--- src/rtl/logic_unit_arbiter_if.sv ---
// Request/response bundle for the shared bitwise logic unit.
// Requesters and the result consumer sit on the master side; the arbiter sits on the slave side.
interface logic_unit_arbiter_if #(
  parameter int N_REQ = 4
);
  localparam int IDW = $clog2(N_REQ);

  logic [N_REQ-1:0]    req_valid;
  logic [N_REQ-1:0]    req_ready;
  logic [3*N_REQ-1:0]  req_op;
  logic [16*N_REQ-1:0] req_a16;
  logic [16*N_REQ-1:0] req_b16;
  logic                rsp_valid;
  logic                rsp_ready;
  logic [15:0]         rsp_y16;
  logic [IDW-1:0]      rsp_id;
  logic [2:0]          rsp_op;

  modport master (
    output req_valid, req_op, req_a16, req_b16, rsp_ready,
    input  req_ready, rsp_valid, rsp_y16, rsp_id, rsp_op
  );

  modport slave (
    input  req_valid, req_op, req_a16, req_b16, rsp_ready,
    output req_ready, rsp_valid, rsp_y16, rsp_id, rsp_op
  );
endinterface

--- src/rtl/logic_unit_arbiter.sv ---
// Round-robin arbiter sharing one 16-bit bitwise logic unit among four
// requesters. One grant per cycle; result held in a single-entry output
// register with valid/ready backpressure.

// One bit of the shared gate array: evaluates the selected opcode on a/b.
module logic_unit_bit_slice (
  input  logic [2:0] op,
  input  logic       a,
  input  logic       b,
  output logic       y
);
  // Opcode decode for a single bit position.
  always_comb begin
    y = 1'b0;
    case (op)
      3'b000: y = a & b;
      3'b001: y = a | b;
      3'b010: y = a ^ b;
      3'b011: y = ~(a ^ b);
      3'b100: y = ~(a & b);
      3'b101: y = ~(a | b);
      3'b110: y = ~a;
      3'b111: y = a;
      default: y = 1'b0;
    endcase
  end
endmodule

module logic_unit_arbiter #(
  parameter int N_REQ = 4
) (
  input logic clk,
  input logic rst,
  logic_unit_arbiter_if.slave bus
);
  localparam int IDW   = $clog2(N_REQ);
  localparam int VEC_W = 16;

  logic [IDW-1:0]   last;
  logic [IDW-1:0]   gnt;
  logic             any_vld;
  logic             space;
  logic             accept;

  logic [2:0]       op_arr [N_REQ];
  logic [VEC_W-1:0] a_arr  [N_REQ];
  logic [VEC_W-1:0] b_arr  [N_REQ];

  logic [2:0]       op_g;
  logic [VEC_W-1:0] a_g;
  logic [VEC_W-1:0] b_g;
  logic [VEC_W-1:0] y_g;

  // Unpack the flat per-requester buses.
  for (genvar i = 0; i < N_REQ; i++) begin : g_unpack
    assign op_arr[i] = bus.req_op[3*i +: 3];
    assign a_arr[i]  = bus.req_a16[VEC_W*i +: VEC_W];
    assign b_arr[i]  = bus.req_b16[VEC_W*i +: VEC_W];
  end

  assign any_vld = |bus.req_valid;
  assign space   = !bus.rsp_valid || bus.rsp_ready;
  // Reset suppresses acceptance so a request in the reset cycle is dropped.
  assign accept  = !rst && space && any_vld;

  // Round-robin search starting just after the last winner; the last winner
  // itself is checked last, so a waiting requester keeps its position.
  always_comb begin
    logic [IDW-1:0] cand;
    logic           found;
    gnt   = last;
    found = 1'b0;
    cand  = last;
    for (int k = 1; k <= N_REQ; k++) begin
      cand = last + IDW'(k);
      if (!found && bus.req_valid[cand]) begin
        gnt   = cand;
        found = 1'b1;
      end
    end
  end

  // One-hot ready to the winning requester only when the output can take it.
  always_comb begin
    bus.req_ready = '0;
    if (accept) bus.req_ready[gnt] = 1'b1;
  end

  assign op_g = op_arr[gnt];
  assign a_g  = a_arr[gnt];
  assign b_g  = b_arr[gnt];

  // Shared gate array, one slice per bit.
  for (genvar j = 0; j < VEC_W; j++) begin : g_bit
    logic_unit_bit_slice u_slice (
      .op (op_g),
      .a  (a_g[j]),
      .b  (b_g[j]),
      .y  (y_g[j])
    );
  end

  // Output register and round-robin pointer; a new grant overwrites a
  // draining result so there is no bubble at full throughput.
  always_ff @(posedge clk) begin
    if (rst) begin
      bus.rsp_valid <= 1'b0;
      bus.rsp_y16   <= '0;
      bus.rsp_id    <= '0;
      bus.rsp_op    <= '0;
      last          <= IDW'(N_REQ - 1);
    end else if (accept) begin
      bus.rsp_valid <= 1'b1;
      bus.rsp_y16   <= y_g;
      bus.rsp_id    <= gnt;
      bus.rsp_op    <= op_g;
      last          <= gnt;
    end else if (bus.rsp_valid && bus.rsp_ready) begin
      bus.rsp_valid <= 1'b0;
    end
  end
endmodule
--- src/flat_wrapper.sv ---
// flat-port wrapper written by rule: the top's interface ports become plain ports
module logic_unit_arbiter_flat 
#(
  parameter int N_REQ = 4
)
  (clk, rst, bus_req_valid, bus_req_op, bus_req_a16, bus_req_b16, bus_rsp_ready, bus_req_ready, bus_rsp_valid, bus_rsp_y16, bus_rsp_id, bus_rsp_op);
  logic_unit_arbiter_if #(.N_REQ(N_REQ)) bus_i ();
  input logic clk;
  input logic rst;
  input wire logic [$bits(bus_i.req_valid)-1:0] bus_req_valid;
  input wire logic [$bits(bus_i.req_op)-1:0] bus_req_op;
  input wire logic [$bits(bus_i.req_a16)-1:0] bus_req_a16;
  input wire logic [$bits(bus_i.req_b16)-1:0] bus_req_b16;
  input wire logic [$bits(bus_i.rsp_ready)-1:0] bus_rsp_ready;
  output wire logic [$bits(bus_i.req_ready)-1:0] bus_req_ready;
  output wire logic [$bits(bus_i.rsp_valid)-1:0] bus_rsp_valid;
  output wire logic [$bits(bus_i.rsp_y16)-1:0] bus_rsp_y16;
  output wire logic [$bits(bus_i.rsp_id)-1:0] bus_rsp_id;
  output wire logic [$bits(bus_i.rsp_op)-1:0] bus_rsp_op;
  assign bus_i.req_valid = bus_req_valid;
  assign bus_i.req_op = bus_req_op;
  assign bus_i.req_a16 = bus_req_a16;
  assign bus_i.req_b16 = bus_req_b16;
  assign bus_i.rsp_ready = bus_rsp_ready;
  assign bus_req_ready = bus_i.req_ready;
  assign bus_rsp_valid = bus_i.rsp_valid;
  assign bus_rsp_y16 = bus_i.rsp_y16;
  assign bus_rsp_id = bus_i.rsp_id;
  assign bus_rsp_op = bus_i.rsp_op;
  logic_unit_arbiter #(.N_REQ(N_REQ)) u_core (.clk(clk), .rst(rst), .bus(bus_i));
endmodule
--- config.mk ---
export PLATFORM = sky130hd
export DESIGN_NAME = logic_unit_arbiter_flat
export DESIGN_NICKNAME = d
export VERILOG_FILES = /design/src/rtl/logic_unit_arbiter_if.sv /design/src/rtl/logic_unit_arbiter.sv /design/src/flat_wrapper.sv
export SDC_FILE = /design/constraint.sdc
export NUM_CORES = 1
export LEC_CHECK = 0
export BUFFER_PORTS_ARGS = -buffer_cell sky130_fd_sc_hd__buf_2
export CORE_MARGIN = 2
export CORE_UTILIZATION = 50
export DETAILED_ROUTE_END_ITERATION = 12
export PLACE_DENSITY_LB_ADDON = 0.08
export SETUP_SLACK_MARGIN = 0.02
export SLEW_MARGIN = 15
export SYNTH_ARGS = -nofsm -noshare
export SYNTH_HDL_FRONTEND = slang
export SYNTH_SLANG_ARGS = --single-unit
--- constraint.sdc ---
create_clock -name clk -period 8.09 [get_ports clk]
set_input_delay 0.4045 -clock clk [delete_from_list [all_inputs] [get_ports clk]]
set_output_delay 0.4045 -clock clk [all_outputs]
set_load 0.02 [all_outputs]
After elaboration in Yosys (flattened, before gate mapping) --
Index checks and enable logic that the tools add are counted.
Operators by class: magnitude comparators 7, eq/ne operators 7, reduce and logical (&&, ||, !) cells 16, bitwise logic cells 113, multiplexer cells 45, add/subtract/negate cells 3
Operators by type and width (count):
- 1-bit one-hot mux with 8 select lines | 16
- 16-bit binary-select mux with 2-bit select | 2
- 16-bit 2-to-1 mux | 4
- 1-bit inverter | 64
- 1-bit AND | 16
- 1-bit bitwise OR | 16
- 1-bit XOR | 16
- 2-bit by 3-bit < comparator with 1-bit output, second input constant | 5
- 3-bit equality test, second input constant | 4
- 1-bit 2-to-1 mux | 10
- 1-bit binary-select mux with 2-bit select | 4
- 2-bit 2-to-1 mux | 4
- 1-bit logical AND | 7
- 3-bit binary-select mux with 2-bit select | 1
- 3-bit by 2-bit equality test with 1-bit output, second input constant | 2
- 3-bit 2-to-1 mux | 2
- 1-bit zero test | 5
- 2-bit adder, second input constant | 2
- 4-bit 2-to-1 mux | 1
- 4-bit OR reduction | 1
- 3-bit by 1-bit equality test with 1-bit output, second input constant | 1
- 3-bit greater-or-equal comparator, second input constant | 1
- 3-bit zero test | 1
- 2-bit inverter with 3-bit output | 1
- 5 further kinds | 5
Word-level totals: input port bits 147, word-level logic and storage cells 196, output and inout bits 26, flip-flop bits (word level) 24

Logic depth before layout (Yosys ltp) --
Gate-level depths: netlist of run 1.
word-level depth 20, mapped depth 13, depth with buffers taken out 11

Hierarchy --
A second synthesis of run 1 with hierarchy kept.
Unflattened totals: cell total of the unflattened synthesis 493, area, all modules 4003.8 sq um
Modules (own cells, without submodules):
- logic_unit_arbiter | seq. area each 480.5 sq um, area each 2184.6 sq um, times used 1, cells each 237
- logic_unit_bit_slice (u_core.g_bit[1].u_slice ...) | seq. area each 0.0 sq um, area each 112.6 sq um, times used 9, cells each 16
- logic_unit_bit_slice (u_core.g_bit[0].u_slice ...) | seq. area each 0.0 sq um, area each 115.1 sq um, times used 7, cells each 16

Least setup slack after synthesis of run 1 --
Ideal clock, no wire load.
path type input to register, from input bus_req_valid[3], to register u_core.bus.rsp_y16[0], arrival 2705 ps, path buffers 2, required time 7962 ps, setup slack 5257 ps, library setup time 128 ps, stages 11, cells stage by stage nor2b_1 -> a21o_1 -> a221oi_1 -> buf_2 -> buf_2 -> mux2_2 -> ha_1 -> or3_1 -> a21oi_1 -> o211a_1 -> nor4_2
On the way: word-level cells in the longest chain between the ends 19, elaborated cells between the ends (all ways) 49, classes of those cells eq/ne: 7; mux: 25; bitwise: 8; reduce/logical: 9
Ends and longest elaborated chain:
- from (decl) | RTL line flat_wrapper.sv:10 | input wire logic [$bits(bus_i.req_valid)-1:0] bus_req_valid;
- 1-bit binary-select mux with 2-bit select | RTL line logic_unit_arbiter.sv:76 | if (!found && bus.req_valid[cand]) begin
- 1-bit 2-to-1 mux (not written as such) | RTL line logic_unit_arbiter.sv:76
- 1-bit 2-to-1 mux | RTL line logic_unit_arbiter.sv:76
- 1-bit zero test | RTL line logic_unit_arbiter.sv:76
- 1-bit logical AND | RTL line logic_unit_arbiter.sv:76
- 1-bit 2-to-1 mux | RTL line logic_unit_arbiter.sv:76
- 1-bit zero test | RTL line logic_unit_arbiter.sv:76
- 1-bit logical AND | RTL line logic_unit_arbiter.sv:76
- [2 not listed]
- 1-bit logical AND | RTL line logic_unit_arbiter.sv:76
- 2-bit 2-to-1 mux | RTL line logic_unit_arbiter.sv:76
- 2-bit inverter with 3-bit output (not written as such) | RTL line logic_unit_arbiter.sv:89, logic_unit_arbiter.sv:90, logic_unit_arbiter.sv:91
- 16-bit binary-select mux with 2-bit select, on equally long branches | RTL line logic_unit_arbiter.sv:90, logic_unit_arbiter.sv:91
- 16-bit 2-to-1 mux, on equally long branches (2 in a row) | RTL line logic_unit_arbiter.sv:90, logic_unit_arbiter.sv:91
- 1-bit bitwise OR (tied with other cells) | RTL line logic_unit_arbiter.sv:17, logic_unit_arbiter.sv:21
- 1-bit inverter, on equally long branches | RTL line logic_unit_arbiter.sv:21, logic_unit_arbiter.sv:19, logic_unit_arbiter.sv:20
- 1-bit one-hot mux with 8 select lines | RTL line logic_unit_arbiter.sv:15 | case (op)
- to (signal assigned) | RTL line logic_unit_arbiter.sv:114 | bus.rsp_y16 <= y_g;
- to (decl) | RTL line logic_unit_arbiter_if.sv:26 | output req_ready, rsp_valid, rsp_y16, rsp_id, rsp_op
Several ways; a longest one is shown, not always the timed one. The select of a mux whose other input is x is not followed. A chain may end at the register's enable or synchronous reset.

Final worst setup path of run 1 --
from register u_core.last[0], to register u_core.bus.rsp_y16[5]
On the way: word-level cells in the longest chain between the ends 20, elaborated cells between the ends (all ways) 50, classes of those cells add/sub: 3; eq/ne: 7; mux: 25; bitwise: 8; reduce/logical: 7
Ends and longest elaborated chain:
- from (decl) | RTL line logic_unit_arbiter.sv:39 | logic [IDW-1:0] last;
- from (signal assigned) | RTL line logic_unit_arbiter.sv:111 | last <= IDW'(N_REQ - 1);
- from (signal assigned) | RTL line logic_unit_arbiter.sv:117 | last <= gnt;
- 2-bit by 1-bit adder with 2-bit output | RTL line logic_unit_arbiter.sv:75 | cand = last + IDW'(k);
- 1-bit binary-select mux with 2-bit select | RTL line logic_unit_arbiter.sv:76
- 1-bit 2-to-1 mux (not written as such) | RTL line logic_unit_arbiter.sv:76
- 1-bit 2-to-1 mux | RTL line logic_unit_arbiter.sv:76
- 1-bit zero test | RTL line logic_unit_arbiter.sv:76
- 1-bit logical AND | RTL line logic_unit_arbiter.sv:76
- 1-bit 2-to-1 mux | RTL line logic_unit_arbiter.sv:76
- 1-bit zero test | RTL line logic_unit_arbiter.sv:76
- [3 not listed]
- 1-bit logical AND | RTL line logic_unit_arbiter.sv:76
- 2-bit 2-to-1 mux (*) | RTL line logic_unit_arbiter.sv:76
- 2-bit inverter with 3-bit output (not written as such) (*) | RTL line logic_unit_arbiter.sv:89, logic_unit_arbiter.sv:90, logic_unit_arbiter.sv:91
- 16-bit binary-select mux with 2-bit select, on equally long branches | RTL line logic_unit_arbiter.sv:90, logic_unit_arbiter.sv:91
- 16-bit 2-to-1 mux, on equally long branches (2 in a row) | RTL line logic_unit_arbiter.sv:90, logic_unit_arbiter.sv:91
- 1-bit bitwise OR (tied with other cells) | RTL line logic_unit_arbiter.sv:17, logic_unit_arbiter.sv:21
- 1-bit inverter, on equally long branches | RTL line logic_unit_arbiter.sv:21, logic_unit_arbiter.sv:19, logic_unit_arbiter.sv:20
- 1-bit one-hot mux with 8 select lines (*) | RTL line logic_unit_arbiter.sv:15
Every way passes the cells marked *; elsewhere a longest branch is shown, timed or not. The select of a mux whose other input is x is not followed.

==> results of run 1 <==
==> final timing paths <==
check	from	end	slack (ns)	cells past startpoint
worst max-delay path	u_core.last[0]$_SDFFE_PP1P_	u_core.bus.rsp_y16[5]$_SDFFE_PP0P_	4.22	8
worst max register to register	u_core.last[0]$_SDFFE_PP1P_	u_core.bus.rsp_y16[5]$_SDFFE_PP0P_	4.22	8
worst min register to register	u_core.bus.rsp_op[2]$_SDFFE_PP0P_	u_core.bus.rsp_op[2]$_SDFFE_PP0P_	0.50	2
worst min-delay path	bus_rsp_ready	u_core.bus.rsp_valid$_SDFFE_PP0P_	0.43	4
==> cell usage after synthesis, types with 17 or more instances <==
master	number	share of area, %
nand2_1	96	9.1
mux2i_1	53	13
nand3_1	36	4.6
inv_1	34	3.2
ha_1	32	10
clkbuf_1	27	2.6
nor2_1	26	2.5
dfxtp_1	24	12
o21ai_0	21	2.7
a21oi_1	18	2.3
nand2b_1	18	2.9
and3_1	17	2.7
mux2_2	17	4.8
==> registers in the layout, indices dropped and copies added, names as in the netlist <==
signal                flops
u_core.bus.rsp_y16       16
u_core.bus.rsp_id         2
u_core.bus.rsp_valid      1
u_core.last               2
u_core.bus.rsp_op         3
==> power groups by stage <==
stage	logic, µW	registers, µW	clock network (µW)
final	738	164	114
after global routing	815	167	119
after CTS	733	164	114
after detailed placement	728	166	0
after global placement	708	165	0
after floorplan	534	190	0
==> logic make-up after synthesis <==
group	after synthesis	synth area share, %
fa+ha+maj	32	10.1
mux	71	18.7
compound gates	98	17.8
buf+inv	77	8.75
flops	24	12.2
xor+xnor	1	0.222
simple gates	244	32.3
==> worst max-delay path: stages (launching register included) <==
cell	delay, ns
dfxtp_1	0.38
nand2b_1	0.20
a21oi_1	0.31
a221o_1	0.78
and3_1	0.93
nor2_4	0.37
and3_1	0.29
o211a_1	0.23
nor4_2	0.27
==> per-layer routing <==
metal  global-route usage (%)  wire, µm  part of all wire, %
met5                        0         0                    0
met4                     11.9       423                  3.3
met3                     4.48       665                  5.3
met2                     52.8      6390                   50
met1                     33.3      5190                   41
==> per-stage QoR <==
stage	area, µm²	power [µW]	setup slack, ns	std cells
after detailed placement	4760	895	4.17	781
after global routing	4840	1100	3.94	785
after global placement	4760	873	4.36	781
after CTS	4830	1010	4.27	785
final	4840	1020	4.22	785
after floorplan	3950	724	5.26	547
==> final cells by class <==
type,count,area share (%)
Tap cell,102,2.64
Inverter,34,2.64
Timing Repair Buffer,175,18.3
Multi-Input combinational cell,446,65.1
Clock buffer,3,0.853
Clock inverter,1,0.620
Sequential cell,24,9.93
==> impl_metrics.csv, run 1 <==
group,metric,value,unit
run_status,status,"finished, final reports clean",
synthesis,ys_warn_count,0,
synthesis,netlist-cell-type-count,41,
finish,regArea,480,µm²
floorplan,initial_utilization,51.4,%
floorplan,io_pins,173,
clock_tree,clockRootBuffer,"clkbuf_8",
pwr,power_switching,507,µW
timing,fin_crit_sh,47.9,%
min_path,min_path_type,"in2reg",
clock_tree,ctsResizeCount,0,
place,portBuffers,172,
pwr,cellLeakagePower,0.00270,µW
clock_tree,clock_latency,0.28,ns
finish,multi_input_area,3150,µm²
global_routing,grt_pass1_wl,20100,µm
drt,vias,4430,
finish,layout_common_cells,"172 x buf_2, 96 x nand2_1, 53 x mux2i_1",
timing,slew-limit-headroom,31.0,%
timing,drv_slew,0,
clock_tree,cts_max_path_buffers,2,
clock_tree,hold_buffers,0,
synthesis,synthCells,547,
synthesis,async_flop_share,0,%
flow_run,drv_cap,0,
drt,ant_nets,0,
clock_tree,cts_sinks,24,
synthesis,syn-num-nets,726,
synthesis,syn_area,3950,µm²
timing,finalHoldWorstSlack,0.433,ns
setup_path,crit_type,"reg2reg",
global_routing,antenna_found_initial,0,
drt,drt-total-wl,12700,µm
timing,rsz0062_at_grt,"false",
floorplan,rows,32,
global_routing,grt_pass1_vias,4222,
drt,drt_iter0_drc,287,
finish,antenna_cells,0,
pwr,p_sw_share,49.9,%
drt,drt_first_pass_iters,5,
global_routing,grt_max_degree,64,
floorplan,dieArea,8620,µm²
clock_tree,path_clk_slew,0.10,ns
timing,fin_tns_setup,0,ns
timing,setup_viol,0,
drt,drcViolationCount,0,
timing,fin_crit,3.87,ns
floorplan,core,7690,µm²
finish,finalNetCount,863,
finish,final_common_cell,"buf_2",
setup_path,cp-end-kind,"flip-flop",
timing,max_freq,258,MHz
synthesis,seq_area_frac_synth,12.2,%
finish,drive_above_1_share,34.3,%
timing,finalHoldViolCount,0,
finish,area_delta_synth_final,22.6,%
synthesis,ys.flop_type,"dfxtp_1",
clock_tree,numCtsBuffers,3,
finish,final_core_util,63.0,%
synthesis,avgSynthCellArea,7.22,µm²
setup_path,critical_path_peak_fanout,32,
setup_path,crit_required,8.28,ns
setup_path,arrival,4.07,ns
global_routing,grt_usage,28.9,%
drt,post_drt_wl_per_cell,16.1,µm
timing,finalClockSkew,0.00134,ns
setup_path,start_kind,"flip-flop",
pwr,ir_drop,0.000118,V
pwr,seq_power_share,16.2,%
synthesis,ys_ff_latch,24,
global_routing,overflow,0,
pwr,powerDensity,210,nW/µm²
timing,worst_pin_slew,1.04,ns
floorplan,die_h,92.9,µm
floorplan,die_w,92.9,µm
synthesis,synth_edf_count,0,
clock_tree,htree_levels,1,
pwr,power.share.clock,11.2,%
drt,vias_per_cell,5.64,
pwr,power_frac_comb,72.6,%
clock_tree,cts_tree,"built",
clock_tree,cts_setup_buffers,0,
pwr,p_int,509,µW
finish,nFillCells,713,
place,place_congestion,0.853,
place,dp_hpwl,9460,µm
Power figures use the tool's default switching activity.
==> run 2, diff against run 1 <==
--- a/config.mk
+++ b/config.mk
@@ -7,7 +7,7 @@
 export LEC_CHECK = 0
 export BUFFER_PORTS_ARGS = -buffer_cell sky130_fd_sc_hd__buf_2
 export CORE_MARGIN = 2
-export CORE_UTILIZATION = 50
+export CORE_UTILIZATION = 45
 export DETAILED_ROUTE_END_ITERATION = 12
 export PLACE_DENSITY_LB_ADDON = 0.08
 export SETUP_SLACK_MARGIN = 0.02
==> constraint.sdc (replaced) <==
create_clock -name clk -period 3.26 [get_ports clk]
set_input_delay 0.163 -clock clk [delete_from_list [all_inputs] [get_ports clk]]
set_output_delay 0.163 -clock clk [all_outputs]
set_load 0.02 [all_outputs]
==> run 2 against run 1 <==
- global-route usage down 1.4 points
- sequential share of layout area down 0.19 points
- wire length rose by 5.3%
- register-to-register slack got worse by 3.9 ns
- largest cell class unchanged
==> impl_metrics.csv, run 2 (synthesis gave the netlist of run 1 again) <==
group,metric,value,unit
drt,vias,4582,
floorplan,die_w,97.7,µm
finish,finalNetCount,872,
clock_tree,ctsResizeCount,0,
clock_tree,cts_max_path_buffers,2,
timing,fin_tns_setup,0,ns
min_path,min_path_type,"in2reg",
pwr,p_sw_share,50.5,%
finish,drive_above_1_share,35.1,%
clock_tree,path_clk_slew,0.11,ns
clock_tree,htree_levels,1,
timing,fin_crit_sh,90.9,%
pwr,cellLeakagePower,0.00275,µW
clock_tree,cts_sinks,24,
setup_path,cp_slowest_stage_delay,0.69,ns
flow_run,drv_cap,0,
clock_tree,cts_tree,"built",
setup_path,critical_path_peak_fanout,9,
setup_path,startpoint,"u_core.last[0]$_SDFFE_PP1P_",
global_routing,grtUsageMet1,33.2,%
floorplan,dieArea,9540,µm²
timing,slew-limit-headroom,29.8,%
finish,regMostFlops,"u_core.bus.rsp_y16",
drt,drt_first_pass_iters,5,
global_routing,antenna_found_initial,0,
floorplan,core,8590,µm²
setup_path,crit_required,3.44,ns
place,dp_hpwl,9930,µm
clock_tree,clockRootBuffer,"clkbuf_8",
finish,antenna_cells,0,
floorplan,initial_utilization,46.0,%
pwr,power_frac_comb,74.7,%
setup_path,cp_top_family,"simple AND/OR/NAND/NOR gates",
finish,largest_registers,"u_core.bus.rsp_y16: 16 flops, u_core.bus.rsp_op: 3 flops",
clock_tree,numCtsBuffers,3,
pwr,p_int,1250,µW
global_routing,grt_usage,27.5,%
global_routing,grt_pass1_wl,21500,µm
timing,rsz0062_at_grt,"false",
floorplan,die_h,97.7,µm
finish,final_common_cell,"buf_2",
setup_path,crit_buf_inv,1,
pwr,ir_drop,0.000224,V
drt,drt-total-wl,13300,µm
pwr,powerDensity,512,nW/µm²
clock_tree,cts_setup_buffers,0,
pwr,seq_power_share,16.0,%
timing,max_freq,338,MHz
setup_path,timing.rr.start,"u_core.last[0]$_SDFFE_PP1P_",
global_routing,busiest_layer,"met2",
drt,vias_per_cell,5.73,
pwr,power.share.clock,9.2,%
finish,largest_register_ff_count,16,
place,place_congestion,0.906,
drt,drt_iter0_drc,179,
setup_path,cp-end-kind,"flip-flop",
clock_tree,clock_latency,0.28,ns
setup_path,crit_path_frequent_cell,"mux2i_1",
finish,area_delta_synth_final,25.0,%
timing,setup_viol,0,
place,portBuffers,172,
floorplan,io_pins,173,
setup_path,start_kind,"flip-flop",
pwr,power_switching,1280,µW
timing,finalHoldViolCount,0,
drt,drcViolationCount,0,
timing,fin_crit,2.96,ns
global_routing,overflow,0,
global_routing,grt_max_degree,64,
drt,ant_nets,0,
clock_tree,hold_buffers,0,
setup_path,arrival,3.14,ns
global_routing,met2_usage,50.1,%
floorplan,rows,34,
timing,finalHoldWorstSlack,0.198,ns
global_routing,gr-usage-met3,3.02,%
min_path,hold_start,"bus_rsp_ready",
drt,post_drt_wl_per_cell,16.7,µm
global_routing,grt_pass1_vias,4435,
run_status,status,"finished, final reports clean",
timing,worst_pin_slew,1.05,ns
setup_path,cp_cell_sequence,"nand2b_1 > o211ai_1 > nand2_4 > mux2i_1 > mux2i_1 > nor2_1 > buf_4 > a31o_2 > nor4_2",
finish,layout_common_cells,"172 x buf_2, 96 x nand2_1, 53 x mux2i_1",
timing,drv_slew,0,
setup_path,cp_slowest_cell,"nor2_1",
setup_path,crit_type,"reg2reg",
timing,finalClockSkew,0.00556,ns
-- run 2: cell types whose count changed in the layout (fill, tap and decap cells not counted), sizes merged --
| cell | previous run | this run |
|---|---|---|
| bufinv | 1 | 0 |
| clkbuf | 3 | 4 |
| buf | 175 | 184 |
-- run 2: layer usage --
layer  vias up  share of wire [%]  wire, µm
met5         -                  0         0
met4         0                2.6       342
met3        22                5.1       679
met2       149                 51      6810
met1      2183                 41      5510
li1       2228                  -         -
-- run 2: path summary, 6_finish.rpt --
path / endpoint / slack (ns) / depth (start not counted)
worst min register to register: u_core.bus.rsp_op[0]$_SDFFE_PP0P_ / 0.50 / 2
worst max register to register: u_core.bus.rsp_y16[6]$_SDFFE_PP0P_ / 0.30 / 9
worst min-delay path: u_core.bus.rsp_valid$_SDFFE_PP0P_ / 0.20 / 4
worst max-delay path: u_core.bus.rsp_y16[6]$_SDFFE_PP0P_ / 0.30 / 9
-- run 2: per-stage QoR --
stage | instances | setup WS [ns] | cell area (µm²) | utilization, % | power (µW)
CTS | 800 | 0.379 | 4940 | 57.4 | 2530
finish | 800 | 0.298 | 4940 | 57.4 | 2530
global placement | 796 | 0.430 | 4880 | 56.8 | 2240
detailed placement | 796 | 0.391 | 4880 | 56.8 | 2290
global route | 800 | 0.137 | 4940 | 57.4 | 2760
floorplan | 547 | 0.538 | 3950 | - | 1800
-- run 2: worst min-delay path: stages --
cell     delay (ns)
buf_2          0.08
nor2b_1        0.05
nor2b_1        0.11
nor2_1         0.04
-- run 2: power groups by stage --
stage          Clock (µW)  Combinational [µW]  Sequential (µW)
2_1_floorplan           0                1330              471
3_3_place_gp            0                1830              410
3_5_place_dp            0                1880              413
4_1_cts               238                1890              406
5_1_grt               245                2100              415
6_report              233                1890              406
-- run 2: cell type report --
cell class,instances,area [µm²]
Fill cell,865,3660
Multi-Input combinational cell,446,3150
Timing Repair Buffer,184,988
Sequential cell,24,480
Tap cell,108,135
Inverter,34,128
Clock buffer,4,55.1
